===== config.mk =====
export PLATFORM = sky130hd
export DESIGN_NAME = reg_file_sb
export DESIGN_NICKNAME = d
export VERILOG_FILES = /design/src/rtl/reg_file_sb_pkg.sv /design/src/rtl/rf_scoreboard.sv /design/src/rtl/reg_file_sb.sv
export SDC_FILE = /design/constraint.sdc
export NUM_CORES = 1
export LEC_CHECK = 0
export CORE_MARGIN = 10
export CORE_UTILIZATION = 49
export CTS_CLUSTER_DIAMETER = 30
export DETAILED_ROUTE_END_ITERATION = 12
export PLACE_DENSITY = 0.66
export SYNTH_ARGS = -nofsm -noshare
export SYNTH_HDL_FRONTEND = slang
export SYNTH_SLANG_ARGS = --single-unit

===== constraint.sdc =====
create_clock -name CLK -period 2.48 [get_ports CLK]
set_clock_uncertainty 0.2 [all_clocks]
set_input_delay 0.248 -clock CLK [delete_from_list [all_inputs] [get_ports CLK]]
set_output_delay 0.248 -clock CLK [all_outputs]
set_load 0.05 [all_outputs]

===== src/rtl/reg_file_sb_pkg.sv =====
// Shared types and reset constants for the scoreboarded register file.
// RF_R0_ZERO_EN (optional define) hardwires register 0 to zero in the top module.
package reg_file_sb_pkg;

    typedef enum logic {
        ST_IDLE  = 1'b0,
        ST_SWEEP = 1'b1
    } state_t;

    localparam logic   RST_BIT   = 1'b0;
    localparam state_t RST_STATE = ST_IDLE;

endpackage


===== src/rtl/rf_scoreboard.sv =====
// Per-register busy bits: reserve sets, writeback releases, sweep clears one entry per cycle.
// Also produces the registered rsv_err pulse and two combinational lookup ports.
module rf_scoreboard
    import reg_file_sb_pkg::*;
#(
    parameter int ADDR_W = 4
) (
    input  logic              CLK,
    input  logic              CLR,
    input  logic              sweep_i,
    input  logic [ADDR_W-1:0] sweep_idx_i,
    input  logic              rel_en_i,
    input  logic [ADDR_W-1:0] rel_addr_i,
    input  logic              rsv_en_i,
    input  logic [ADDR_W-1:0] rsv_addr_i,
    input  logic [ADDR_W-1:0] look_addr_a_i,
    input  logic [ADDR_W-1:0] look_addr_b_i,
    output logic              busy_a_o,
    output logic              busy_b_o,
    output logic              rsv_err_o
);

    localparam int NUM_REGS = 2 ** ADDR_W;

    logic busy_q [NUM_REGS];
    logic rsv_ok;
    logic rsv_err_q;

    // A same-cycle release of the target register frees it before the reserve lands.
    assign rsv_ok = rsv_en_i && !sweep_i &&
                    (!busy_q[rsv_addr_i] || (rel_en_i && (rel_addr_i == rsv_addr_i)));

    generate
        for (genvar gi = 0; gi < NUM_REGS; gi++) begin : g_busy
            always_ff @(posedge CLK or negedge CLR) begin
                if (!CLR) begin
                    busy_q[gi] <= RST_BIT;
                end else if (sweep_i && (sweep_idx_i == ADDR_W'(gi))) begin
                    busy_q[gi] <= 1'b0;
                end else if (rsv_ok && (rsv_addr_i == ADDR_W'(gi))) begin
                    busy_q[gi] <= 1'b1;
                end else if (rel_en_i && (rel_addr_i == ADDR_W'(gi))) begin
                    busy_q[gi] <= 1'b0;
                end
            end
        end
    endgenerate

    always_ff @(posedge CLK or negedge CLR) begin
        if (!CLR) begin
            rsv_err_q <= RST_BIT;
        end else begin
            rsv_err_q <= rsv_en_i && !rsv_ok;
        end
    end

    assign busy_a_o  = busy_q[look_addr_a_i];
    assign busy_b_o  = busy_q[look_addr_b_i];
    assign rsv_err_o = rsv_err_q;

endmodule


===== src/rtl/reg_file_sb.sv =====
// 2R/1W register file with write-through bypass, busy scoreboard and sweep-clear FSM.
// Define RF_R0_ZERO_EN to hardwire register 0 to zero.
module reg_file_sb
    import reg_file_sb_pkg::*;
#(
    parameter int DATA_W = 32,
    parameter int ADDR_W = 4
) (
    input  logic              CLK,
    input  logic              CLR,
    input  logic              wr_en,
    input  logic [ADDR_W-1:0] wr_addr,
    input  logic [DATA_W-1:0] wr_data,
    input  logic              rsv_en,
    input  logic [ADDR_W-1:0] rsv_addr,
    input  logic              rd_en_a,
    input  logic [ADDR_W-1:0] rd_addr_a,
    output logic [DATA_W-1:0] rd_data_a,
    output logic              busy_a,
    input  logic              rd_en_b,
    input  logic [ADDR_W-1:0] rd_addr_b,
    output logic [DATA_W-1:0] rd_data_b,
    output logic              busy_b,
    input  logic              clr_req,
    output logic              sweep_busy,
    output logic              sweep_done,
    output logic              wr_err,
    output logic              rsv_err
);

    localparam int NUM_REGS = 2 ** ADDR_W;
`ifdef RF_R0_ZERO_EN
    localparam bit R0_ZERO = 1'b1;
`else
    localparam bit R0_ZERO = 1'b0;
`endif

    state_t            state_q;
    logic [ADDR_W-1:0] idx_q;
    logic              wr_err_q;
    logic              sweep_done_q;
    logic [DATA_W-1:0] mem_q [NUM_REGS];

    logic idle;
    logic sweeping;
    logic wr_accept;
    logic rsv_fwd;
    logic bypass_a, bypass_b;
    logic zero_a, zero_b;
    logic sb_busy_a, sb_busy_b;

    assign idle      = (state_q == ST_IDLE);
    assign sweeping  = (state_q == ST_SWEEP);
    assign wr_accept = idle && wr_en && !(R0_ZERO && (wr_addr == '0));
    // Reserving the hardwired zero register is a silent no-op, but in SWEEP it still errors.
    assign rsv_fwd   = rsv_en && !(R0_ZERO && idle && (rsv_addr == '0));

    generate
        for (genvar gi = 0; gi < NUM_REGS; gi++) begin : g_mem
            always_ff @(posedge CLK or negedge CLR) begin
                if (!CLR) begin
                    mem_q[gi] <= '0;
                end else if (sweeping && (idx_q == ADDR_W'(gi))) begin
                    mem_q[gi] <= '0;
                end else if (wr_accept && (wr_addr == ADDR_W'(gi))) begin
                    mem_q[gi] <= wr_data;
                end
            end
        end
    endgenerate

    always_ff @(posedge CLK or negedge CLR) begin
        if (!CLR) begin
            state_q      <= RST_STATE;
            idx_q        <= '0;
            wr_err_q     <= RST_BIT;
            sweep_done_q <= RST_BIT;
        end else begin
            wr_err_q     <= sweeping && wr_en;
            sweep_done_q <= 1'b0;
            case (state_q)
                ST_IDLE: begin
                    if (clr_req) begin
                        state_q <= ST_SWEEP;
                        idx_q   <= '0;
                    end
                end
                ST_SWEEP: begin
                    if (idx_q == ADDR_W'(NUM_REGS - 1)) begin
                        state_q      <= ST_IDLE;
                        idx_q        <= '0;
                        sweep_done_q <= 1'b1;
                    end else begin
                        idx_q <= idx_q + ADDR_W'(1);
                    end
                end
                default: begin
                    state_q <= ST_IDLE;
                    idx_q   <= '0;
                end
            endcase
        end
    end

    rf_scoreboard #(
        .ADDR_W (ADDR_W)
    ) u_scoreboard (
        .CLK           (CLK),
        .CLR           (CLR),
        .sweep_i       (sweeping),
        .sweep_idx_i   (idx_q),
        .rel_en_i      (wr_accept),
        .rel_addr_i    (wr_addr),
        .rsv_en_i      (rsv_fwd),
        .rsv_addr_i    (rsv_addr),
        .look_addr_a_i (rd_addr_a),
        .look_addr_b_i (rd_addr_b),
        .busy_a_o      (sb_busy_a),
        .busy_b_o      (sb_busy_b),
        .rsv_err_o     (rsv_err)
    );

    assign bypass_a = idle && wr_en && (wr_addr == rd_addr_a);
    assign bypass_b = idle && wr_en && (wr_addr == rd_addr_b);
    assign zero_a   = R0_ZERO && (rd_addr_a == '0);
    assign zero_b   = R0_ZERO && (rd_addr_b == '0);

    assign rd_data_a = (!rd_en_a || zero_a) ? '0 : (bypass_a ? wr_data : mem_q[rd_addr_a]);
    assign rd_data_b = (!rd_en_b || zero_b) ? '0 : (bypass_b ? wr_data : mem_q[rd_addr_b]);
    assign busy_a    = rd_en_a && !zero_a && !bypass_a && sb_busy_a;
    assign busy_b    = rd_en_b && !zero_b && !bypass_b && sb_busy_b;

    assign sweep_busy = sweeping;
    assign sweep_done = sweep_done_q;
    assign wr_err     = wr_err_q;

endmodule


==> flow_metrics.env <==
export IMPL_pre_cts_ws_ns=-0.309
export IMPL_fin_area_mm2=0.0405
export IMPL_max_freq_ghz=0.334
export IMPL_worstSetupPathType="reg2out"
export IMPL_via_count=26400
export IMPL_syn_area_per_cell_um2=11.1
export IMPL_worstHoldStart="wr_en"
export IMPL_synthFlopType="dfrtp_1"
export IMPL_worst_pin_slew_ns=0.786
export IMPL_clock_sinks=536
export IMPL_drt_iter0_drc=3610
export IMPL_place_area_mm2=0.0348
export IMPL_ant_nets=0
export IMPL_fin_hold_ws_ns=0.0250
export IMPL_min_period_over_period=1.21
export IMPL_peakVddDrop_mv=0.636
export IMPL_ctsHtreeMaxLevel=3
export IMPL_hold_violations=0
export IMPL_synth_cell_types=43
export IMPL_r2r_end="mem_q[172]"
export IMPL_drv_slew=0
export IMPL_min_path_cells=2
export IMPL_clkTransAtPathRegs_ns=0.05
export IMPL_antenna_found_initial=2
export IMPL_required_ns=2.03
export IMPL_totalWireLength_um=117000
export IMPL_post_route_min_period_ns=2.99
export IMPL_fillerInstances=4189
export IMPL_violations="negative setup slack"
export IMPL_cap_violations=0
export IMPL_reg2reg_from="sweep_busy"
export IMPL_yosysSeqAreaShare=0.447
export IMPL_fin_util=0.670
export IMPL_fin_nets=3040
export IMPL_crit_family="compound AO/OA/AOI/OAI gates"
export IMPL_core_area_mm2=0.0605
export IMPL_grt_pass1_vias=27700
export IMPL_routabilityCongestion=0.871
export IMPL_synth_seq_cells=536
export IMPL_io_buffers=124
export IMPL_cp_cell_sequence="mux4_2 -> nor2b_4 -> a211oi_2 -> buf_4 -> a21oi_1 -> a22o_1 -> buf_12"
export IMPL_final_cells=3865
export IMPL_syn_area_mm2=0.0300
export IMPL_area_growth_pct=35.0
export IMPL_drc=0
export IMPL_chipHeight_um=267
export IMPL_grt_max_degree=73
export IMPL_clock_latency_ns=0.67
export IMPL_start_util=0.496
export IMPL_vias_per_cell=6.82
export IMPL_cts_tree="yes"
export IMPL_worstRegToRegCells=10
export IMPL_crit_path_top_delay_cell="mux4_2"
export IMPL_hp_class="in2reg"
export IMPL_post_drt_wl_per_cell_um=30.2
export IMPL_synth_edf_count=0
export IMPL_layout_common_cells="nand2_1 (588), dfrtp_1 (535), mux4_2 (268), a22o_1 (256), buf_4 (249)"
export IMPL_crit_path_max_incr_delay_ns=0.48
export IMPL_cp_max_fo=3
export IMPL_async_flop_share=1.00
export IMPL_numCtsBuffers=117
export IMPL_layout_drive_gt1_share=0.353
export IMPL_setup_violations=66
export IMPL_power_density_mw_per_mm2=951
export IMPL_rows=90
export IMPL_worstSetupEndpointType="output port"
export IMPL_fin_ws_ns=-0.511
export IMPL_maxSlewHeadroom=0.475
export IMPL_final_common_cell="nand2_1"
export IMPL_totalPowerFinal_mw=38.5
export IMPL_cts_root_buf="clkbuf_16"
export IMPL_gr_total_overflow=0
export IMPL_drt_pass1_iter_count=6
export IMPL_p_leak_nw=18.0
export IMPL_synth_cells=2707
export IMPL_yosys_warnings=0
export IMPL_grt_pass1_wl_um=173000
export IMPL_grt_usage=0.321
export IMPL_critPathArrivalTime_ns=2.54
export IMPL_ios=125
export IMPL_dieArea_mm2=0.0715
export IMPL_die_width_um=267
export IMPL_cts_path_max_buffers=3
export IMPL_dpl_hpwl_um=67100
export IMPL_start_kind="flop"
export IMPL_holdPathEnd="wr_err"
export IMPL_tns_ns=-27.93
export IMPL_rsz0062_at_grt="yes"
export IMPL_r2r_slack_ns=0.02
export IMPL_place_inst=3594
export IMPL_critical_path_buf_inv_count=2
export IMPL_syn_nets=2766
export IMPL_status="complete, but fails checks"
## layout make-up
cell class | count | area (um^2) | share of cell area
Clock inverter | 87 | 1090 | 0.0269
Sequential cell | 536 | 13400 | 0.331
Tap cell | 782 | 978 | 0.0242
Clock buffer | 133 | 3100 | 0.0765
Multi-Input combinational cell | 1849 | 16200 | 0.400
Antenna cell | 1 | 2.50 | 0.0000618
Inverter | 5 | 18.8 | 0.000463
Timing Repair Buffer | 472 | 5700 | 0.141
## power by group
| group | switching (mW) | total [mW] | leakage [nW] | internal (mW) |
|---|---|---|---|---|
| sequential | 1.61 | 12.4 | 7.28 | 10.8 |
| combinational | 5.21 | 9.78 | 8.72 | 4.57 |
| clock | 5.49 | 16.4 | 1.99 | 10.9 |
## per-layer routing
layer / track usage / vias up / routed length [um] / part of all wire
met4: 0.189 / 2 / 7640 / 0.066
met5: 0 / - / 9 / 0.000077
met2: 0.502 / 2015 / 53200 / 0.46
met3: 0.101 / 526 / 15000 / 0.13
li1: - / 10600 / - / -
met1: 0.389 / 13200 / 40800 / 0.35
## cell usage after synthesis, types with 48 or more instances
library cell,count,area share
a211oi_1,64,0.016
a21oi_1,75,0.013
a22o_1,289,0.084
buf_1,48,0.0060
buf_2,91,0.015
clkbuf_1,156,0.020
dfrtp_1,536,0.45
mux2i_1,72,0.024
mux4_2,268,0.20
nand2_1,588,0.074
nand3_1,142,0.024
nor2b_1,76,0.016
o21ai_0,173,0.029
## worst max path at each step
stage                from            end  slack (ns)  cells past startpoint
4_1_cts        mem_q[226]   rd_data_b[2]       -0.50                      7
3_3_place_gp   wr_addr[1]  rd_data_a[20]       -0.31                      9
5_1_grt        mem_q[199]   rd_data_b[7]       -0.54                      7
6_report       mem_q[252]  rd_data_b[28]       -0.51                      7
2_1_floorplan  sweep_busy   rd_data_b[0]       -0.12                      8
3_5_place_dp   wr_addr[2]  rd_data_b[17]       -0.31                      9
## what timing repair did
item                                    4_1_cts  5_1_grt
gates cloned                                  5        4
gates resized for setup                     124       87
endpoints found under the setup margin       67      174
hold endpoints to repair                    498        0
pin swaps                                    62       58
buffers inserted                             26       16
hold buffers                                  3        0
## sequential cells by signal, indices dropped and copies added, names as in the netlist
| signal | flops |
|---|---|
| idx_q | 4 |
| mem_q | 512 |
| sweep_busy | 1 |
| sweep_done | 1 |
| u_scoreboard.busy_q | 16 |
| u_scoreboard.rsv_err_o | 1 |
| wr_err | 1 |
## cell families (layout without fill, tap and decap cells)
family / Yosys count / in the layout / share of synthesized area
AOI/OAI and AO/OA: 623 / 623 / 0.147
xor gates and xnor gates: 12 / 12 / 0.00350
adders and majority gates: 4 / 4 / 0.00167
buffers and inverters: 324 / 697 / 0.0495
DFF: 536 / 536 / 0.447
muxes: 341 / 341 / 0.226
other: 0 / 1 / 0
and+or+nand+nor: 867 / 869 / 0.125
No activity file was read; power rests on OpenSTA's default activity.
